File: src/rtl/muldiv_pkg.sv
// Shared types and sizing for the iterative multiply/divide unit.
package muldiv_pkg;

    localparam int WIDTH_DEF = 32;
    localparam int CNT_W_DEF = $clog2(WIDTH_DEF);

    typedef enum logic [1:0] {
        IDLE = 2'd0,
        CALC = 2'd1,
        FIX  = 2'd2
    } state_t;

    typedef enum logic {
        OP_MUL = 1'b0,
        OP_DIV = 1'b1
    } op_t;

    // Iteration counter must hold WIDTH-1; keep at least one bit for tiny widths.
    function automatic int cnt_width(input int w);
        return (w > 2) ? $clog2(w) : 1;
    endfunction

endpackage

File: src/rtl/muldiv_datapath.sv
// 2*WIDTH accumulator: operand magnitude capture, one shift-add or
// restoring-subtract step per strobe, and sign correction of the result.
module muldiv_datapath
    import muldiv_pkg::*;
#(
    parameter int WIDTH = WIDTH_DEF
)
(
    input  logic             clk,
    input  logic             reset,
    input  logic             load,
    input  logic             step,
    input  logic             fix,
    input  op_t              op,
    input  logic             is_signed,
    input  logic [WIDTH-1:0] src_a,
    input  logic [WIDTH-1:0] src_b,
    output logic [WIDTH-1:0] res_hi,
    output logic [WIDTH-1:0] res_lo
);

    logic [2*WIDTH-1:0] acc;
    logic [WIDTH-1:0]   opnd_b;
    op_t                op_r;
    logic               neg_main;
    logic               neg_rem;

    logic               a_neg;
    logic               b_neg;
    logic [WIDTH-1:0]   a_mag;
    logic [WIDTH-1:0]   b_mag;
    logic [WIDTH:0]     mul_sum;
    logic [WIDTH:0]     div_diff;
    logic [2*WIDTH-1:0] prod_neg;
    logic [WIDTH-1:0]   quot_neg;
    logic [WIDTH-1:0]   rem_neg;

    // Operand magnitudes and per-step arithmetic.
    always_comb begin
        a_neg    = is_signed & src_a[WIDTH-1];
        b_neg    = is_signed & src_b[WIDTH-1];
        a_mag    = a_neg ? -src_a : src_a;
        b_mag    = b_neg ? -src_b : src_b;
        // Multiply: add multiplicand into the upper half, carry kept for the shift.
        mul_sum  = {1'b0, acc[2*WIDTH-1:WIDTH]} + {1'b0, opnd_b};
        // Divide: partial remainder shifted left by one, trial-subtract divisor.
        div_diff = acc[2*WIDTH-1:WIDTH-1] - {1'b0, opnd_b};
    end

    // Accumulator and latched operation context.
    always_ff @(posedge clk) begin
        if (reset) begin
            acc      <= '0;
            opnd_b   <= '0;
            op_r     <= OP_MUL;
            neg_main <= 1'b0;
            neg_rem  <= 1'b0;
        end else if (load) begin
            acc      <= {{WIDTH{1'b0}}, a_mag};
            opnd_b   <= b_mag;
            op_r     <= op;
            neg_main <= a_neg ^ b_neg;
            neg_rem  <= a_neg;
        end else if (step) begin
            if (op_r == OP_MUL) begin
                if (acc[0]) begin
                    acc <= {mul_sum, acc[WIDTH-1:1]};
                end else begin
                    acc <= {1'b0, acc[2*WIDTH-1:1]};
                end
            end else begin
                if (!div_diff[WIDTH]) begin
                    acc <= {div_diff[WIDTH-1:0], acc[WIDTH-2:0], 1'b1};
                end else begin
                    acc <= {acc[2*WIDTH-2:0], 1'b0};
                end
            end
        end
    end

    // Sign-corrected result while fixing; raw accumulator halves otherwise.
    always_comb begin
        prod_neg = -acc;
        quot_neg = -acc[WIDTH-1:0];
        rem_neg  = -acc[2*WIDTH-1:WIDTH];
        res_hi   = acc[2*WIDTH-1:WIDTH];
        res_lo   = acc[WIDTH-1:0];
        if (fix) begin
            if (op_r == OP_MUL) begin
                if (neg_main) begin
                    res_hi = prod_neg[2*WIDTH-1:WIDTH];
                    res_lo = prod_neg[WIDTH-1:0];
                end
            end else begin
                if (neg_main) res_lo = quot_neg;
                if (neg_rem)  res_hi = rem_neg;
            end
        end
    end

endmodule

File: src/rtl/muldiv_controller.sv
// Multiply/divide sequencer: owns HI/LO, runs one op in the background and
// raises a Decode stall while an op is in flight.
//
//   state | meaning
//   ------+-------------------------------------------------------------
//   IDLE  | accepts mult/div starts and mthi/mtlo writes
//   CALC  | one multiply/divide iteration per cycle, counter runs down
//   FIX   | sign correction applied, HI/LO written, back to IDLE
module muldiv_controller
    import muldiv_pkg::*;
#(
    parameter int WIDTH = WIDTH_DEF
)
(
    input  logic             clk,
    input  logic             reset,
    input  logic             MultE,
    input  logic             DivE,
    input  logic             SignedE,
    input  logic             MthiE,
    input  logic             MtloE,
    input  logic [WIDTH-1:0] SrcAE,
    input  logic [WIDTH-1:0] SrcBE,
    input  logic             HiLoUseD,
    output logic [WIDTH-1:0] HI,
    output logic [WIDTH-1:0] LO,
    output logic             Busy,
    output logic             StallHiLoD
);

    localparam int CNT_W = cnt_width(WIDTH);

    state_t           state;
    state_t           state_next;
    logic [CNT_W-1:0] cnt;
    logic [CNT_W-1:0] cnt_next;
    op_t              op_r;
    op_t              op_sel;
    logic             div_zero;
    logic [WIDTH-1:0] src_a_r;

    logic             load;
    logic             step;
    logic             fix;
    logic             wr_hilo;
    logic             wr_hi;
    logic             wr_lo;
    logic [WIDTH-1:0] res_hi;
    logic [WIDTH-1:0] res_lo;
    logic [WIDTH-1:0] fix_hi;
    logic [WIDTH-1:0] fix_lo;

    muldiv_datapath #(.WIDTH(WIDTH)) u_datapath (
        .clk       (clk),
        .reset     (reset),
        .load      (load),
        .step      (step),
        .fix       (fix),
        .op        (op_sel),
        .is_signed (SignedE),
        .src_a     (SrcAE),
        .src_b     (SrcBE),
        .res_hi    (res_hi),
        .res_lo    (res_lo)
    );

    // Next-state, counter and datapath strobes.
    always_comb begin
        state_next = state;
        cnt_next   = cnt;
        load       = 1'b0;
        step       = 1'b0;
        fix        = 1'b0;
        wr_hilo    = 1'b0;
        wr_hi      = 1'b0;
        wr_lo      = 1'b0;
        op_sel     = MultE ? OP_MUL : OP_DIV;
        case (state)
            IDLE: begin
                if (MultE || DivE) begin
                    // A start swallows any mthi/mtlo in the same cycle.
                    load       = 1'b1;
                    cnt_next   = CNT_W'(WIDTH - 1);
                    state_next = CALC;
                end else begin
                    wr_hi = MthiE;
                    wr_lo = MtloE;
                end
            end
            CALC: begin
                step = 1'b1;
                if (cnt == '0) begin
                    state_next = FIX;
                end else begin
                    cnt_next = cnt - CNT_W'(1);
                end
            end
            FIX: begin
                fix        = 1'b1;
                wr_hilo    = 1'b1;
                state_next = IDLE;
            end
            default: begin
                state_next = IDLE;
            end
        endcase
    end

    // Divide by zero bypasses sign correction: all-ones quotient, raw dividend.
    always_comb begin
        fix_hi = res_hi;
        fix_lo = res_lo;
        if (op_r == OP_DIV && div_zero) begin
            fix_hi = src_a_r;
            fix_lo = '1;
        end
    end

    // FSM state, iteration counter and op context captured at start.
    always_ff @(posedge clk) begin
        if (reset) begin
            state    <= IDLE;
            cnt      <= '0;
            op_r     <= OP_MUL;
            div_zero <= 1'b0;
            src_a_r  <= '0;
        end else begin
            state <= state_next;
            cnt   <= cnt_next;
            if (load) begin
                op_r     <= op_sel;
                div_zero <= (SrcBE == '0);
                src_a_r  <= SrcAE;
            end
        end
    end

    // Architectural HI/LO: written only by FIX or by mthi/mtlo in IDLE.
    always_ff @(posedge clk) begin
        if (reset) begin
            HI <= '0;
            LO <= '0;
        end else if (wr_hilo) begin
            HI <= fix_hi;
            LO <= fix_lo;
        end else begin
            if (wr_hi) HI <= SrcAE;
            if (wr_lo) LO <= SrcAE;
        end
    end

    // Busy covers the start cycle combinationally so Decode stalls immediately.
    always_comb begin
        Busy       = (state != IDLE) || MultE || DivE;
        StallHiLoD = HiLoUseD && Busy;
    end

endmodule

File: config.mk
export PLATFORM = sky130hd
export DESIGN_NAME = muldiv_controller
export DESIGN_NICKNAME = d
export VERILOG_FILES = /design/src/rtl/muldiv_pkg.sv /design/src/rtl/muldiv_datapath.sv /design/src/rtl/muldiv_controller.sv
export SDC_FILE = /design/constraint.sdc
export NUM_CORES = 1
export LEC_CHECK = 0
export CORE_MARGIN = 10
export CORE_UTILIZATION = 54
export CTS_CLUSTER_SIZE = 24
export DETAILED_ROUTE_END_ITERATION = 10
export PLACE_DENSITY = 0.83
export SETUP_SLACK_MARGIN = 0.2
export SLEW_MARGIN = 20
export SYNTH_ARGS = -nofsm -noshare
export SYNTH_HDL_FRONTEND = slang
export SYNTH_SLANG_ARGS = --single-unit
File: constraint.sdc
create_clock -name clk -period 2.9 [get_ports clk]
set_input_delay 0.58 -clock clk [delete_from_list [all_inputs] [get_ports clk]]
set_output_delay 0.58 -clock clk [all_outputs]
set_load 0.05 [all_outputs]
==> out/results.tsv <==
metric	value	unit
min_from	src_a_r[2]	
yosysSeqAreaShare	26.31	%
worstReg2RegStart	u_datapath.opnd_b[11]	
grt_pass1_vias	18070	
ys_seq_elements	203	
detailroute.via_count	18790	
synthCells	2010	
ant_nets	0	
tightest_slew	0.7127	ns
pin_count	138	
postCtsHoldBufs	0	
fin_crit	3.091	ns
syn-cell-area	15450	um2
setup_slack	-0.1909	ns
gp_congestion	0.9973	
antenna_found_initial	0	
fin_cells	2805	
die_h	189.1	um
endpoint_kind	register	
fin_crit_sh	106.6	%
core_region_area	28010	um2
drc_errors	0	
clkSinkCount	203	
root_buffer	clkbuf_16	
cp_slowest_stage_delay	0.38	ns
area_growth	45.10	%
io_buffers	137	
maxCapViolations	0	
finalSetupTns	-4.148	ns
crit_fanout	4	
ys.flop_type	dfxtp_1	
leakagePower	9.053	nW
final_nets	2555	
cts_tree	done	
critPathKind	reg -> reg	
synth_nets	2154	
grt_max_degree	150	
placementRows	61	
ys_types	81	
drive_above_1_share	30.12	%
fin_util	80.02	%
clock_latency	0.55	ns
clockBufferDepth	3	
die_w	189.1	um
synth-async-reset-ratio	0	%
numPlacedInstances	2715	
finalWirelength	69420	um
slew_violations	0	
fmax	323.5	MHz
setup_violations	47	
dpl.hpwl	47880	um
peakVddDrop	0.4558	mV
skew	0.01368	ns
syn_area_per_cell	7.686	um2
path_cells	inv_1, ha_4, a21oi_2, buf_4, buf_6, buf_4, nand4b_1, nand2_1, o211ai_1, a41oi_2, o31ai_4, a21o_1, a21oi_2, xor2_1, o22ai_1	
cts_buffers	24	
synth_edf_count	0	
grt_usage	35.73	%
relSlewSlack	52.16	%
grt_pass1_wl	103400	um
die_area	35770	um2
htreeDepth	1	
drtPass1Iterations	6	
critPathArrivalTime	3.51	ns
ys_warn_count	0	
cp-start-kind	register	
status	finished, violations left	
clkTransAtPathRegs	0.06	ns
cp-startpoint	u_datapath.opnd_b[11]	
drtIter0Drc	2362	
p_per_area	494.6	nW/um2
wl_per_cell	24.75	um
overflow	0	
rsz0062_at_grt	yes	
diodes	0	
initial_core_util	55.15	%
vias_per_cell	6.698	
required	3.32	ns
slowest_stage	o31ai_4	
finalHoldViolCount	0	
hold_path.class	reg -> reg	
violations	setup timing	
timing.reg2reg.setup_slack	-0.19	ns
==> through the flow <==
step / setup slack [ns] / hold WS [ns] / cell area [um2] / power, mW
after CTS: -0.1903 / 0.4570 / 21520 / 10.58
after detailed placement: -0.5793 / 0.4435 / 19630 / 7.134
after global placement: -0.5249 / 0.4387 / 19630 / 7.043
after floorplan: 0.05970 / 0.4332 / 15720 / 5.572
after global routing: -0.3421 / 0.4745 / 22420 / 11.45
final: -0.1909 / 0.4559 / 22420 / 11.09
==> power by group <==
| part | switching, mW | leakage, nW | internal (mW) |
|---|---|---|---|
| clock network | 1.31 | 0.395 | 1.85 |
| logic | 2.67 | 6.98 | 2.00 |
| registers | 0.234 | 1.68 | 3.02 |
| total | 4.22 | 9.05 | 6.87 |
==> what timing repair did <==
| item | CTS | global route |
|---|---|---|
| setup buffers | 30 | 15 |
| gates cloned | 3 | 0 |
| pin swaps | 111 | 96 |
| gates resized for setup | 189 | 160 |
| endpoints found under the setup margin | 72 | 84 |
==> cells in the final DEF (no fill, tap or decap), types with 25 or more instances in the layout <==
cell type / synthesis / routed
a211oi_1: 99 / 88
a21o_1: 26 / 26
a21oi_1: 176 / 142
a21oi_2: 1 / 30
a221oi_1: 40 / 33
buf_4: 1 / 344
buf_6: 2 / 30
clkdlybuf4s50_1: 0 / 133
dfxtp_1: 203 / 170
ha_1: 70 / 42
ha_4: 0 / 25
inv_1: 55 / 49
mux2i_1: 100 / 99
nand2_1: 216 / 202
nand3_1: 38 / 31
nor2_1: 161 / 146
nor3_1: 45 / 37
o21ai_0: 103 / 78
or3_1: 31 / 25
xnor2_1: 67 / 59
xor2_1: 97 / 92
==> metal layers <==
layer	share of wire, %	routed length (um)	track usage (%)
met1	35	24620	40.51
met2	46	32090	59.77
met3	10	7015	7.295
met4	8.2	5688	23.87
met5	0	0	0
==> state kept, by name (all words and copies together) (netlist names) <==
signal               cells
u_datapath.neg_rem       1
u_datapath.neg_main      1
cnt                      5
u_datapath.opnd_b       32
div_zero                 1
op_r                     1
HI                      32
src_a_r                 32
state                    2
u_datapath.acc          64
LO                      32
==> layout make-up <==
class	instances	area, um2
Fill cell	1791	5595
Clock inverter	8	103.9
Inverter	57	216.5
Clock buffer	34	698.2
Tap cell	378	473.0
Sequential cell	203	4128
Timing Repair Buffer	526	4617
Multi-Input combinational cell	1599	12180
==> worst paths after layout <==
path,end,cells after the start
worst max register to register,u_datapath.acc[63],15
worst min register to register,src_a_r[2],2
worst max-delay path,u_datapath.acc[63],15
worst min-delay path,src_a_r[2],2
==> cell families after synthesis <==
group | count (synthesis) | share of synthesized area [%]
XOR/XNOR | 164 | 9.298
adder cells (fa/ha/maj) | 72 | 5.929
multiplexers | 103 | 6.698
AO/OA/AOI/OAI | 644 | 27.67
buffers and inverters | 208 | 5.224
flip-flops | 203 | 26.31
AND/OR/NAND/NOR | 616 | 18.87
==> worst max-delay path, delay by kind of cell (launching register included) <==
family,cells,cell delay [ns]
AOI/OAI and AO/OA,7,1.35
buffers and inverters,4,0.46
adders and majority gates,1,0.30
xor gates and xnor gates,1,0.17
DFF,1,0.34
and+or+nand+nor,2,0.35
==> cells in the mapped netlist, types with 4 or more instances <==
cell type | instances | area [um2]
nand2_1 | 216 | 810.8
dfxtp_1 | 203 | 4064
a21oi_1 | 176 | 880.8
nor2_1 | 161 | 604.3
clkbuf_1 | 132 | 495.5
o21ai_0 | 103 | 515.5
mux2i_1 | 100 | 1001
a211oi_1 | 99 | 743.2
xor2_1 | 97 | 849.6
ha_1 | 70 | 875.8
xnor2_1 | 67 | 586.8
inv_1 | 55 | 206.5
nor3_1 | 45 | 225.2
a221oi_1 | 40 | 350.3
nand3_1 | 38 | 190.2
or3_1 | 31 | 193.9
o31ai_1 | 27 | 202.7
a21o_1 | 26 | 195.2
o211ai_1 | 23 | 172.7
a31oi_1 | 21 | 131.4
nor2b_1 | 19 | 118.9
nand2b_1 | 18 | 112.6
nor4_1 | 18 | 112.6
o22ai_1 | 17 | 106.4
o41ai_1 | 15 | 131.4
a311oi_1 | 13 | 113.9
and2_1 | 10 | 62.56
buf_1 | 10 | 37.54
o21a_1 | 10 | 75.07
nand4_1 | 9 | 56.30
a22o_1 | 8 | 70.07
and3_1 | 8 | 50.05
o221ai_1 | 8 | 70.07
a32o_1 | 7 | 70.07
or2_2 | 7 | 43.79
or4_1 | 7 | 52.55
buf_2 | 6 | 30.03
nand4b_1 | 6 | 52.55
o21bai_1 | 5 | 37.54
a222oi_1 | 4 | 40.04
a31o_2 | 4 | 35.03
(Power assumes the default switching activity.)
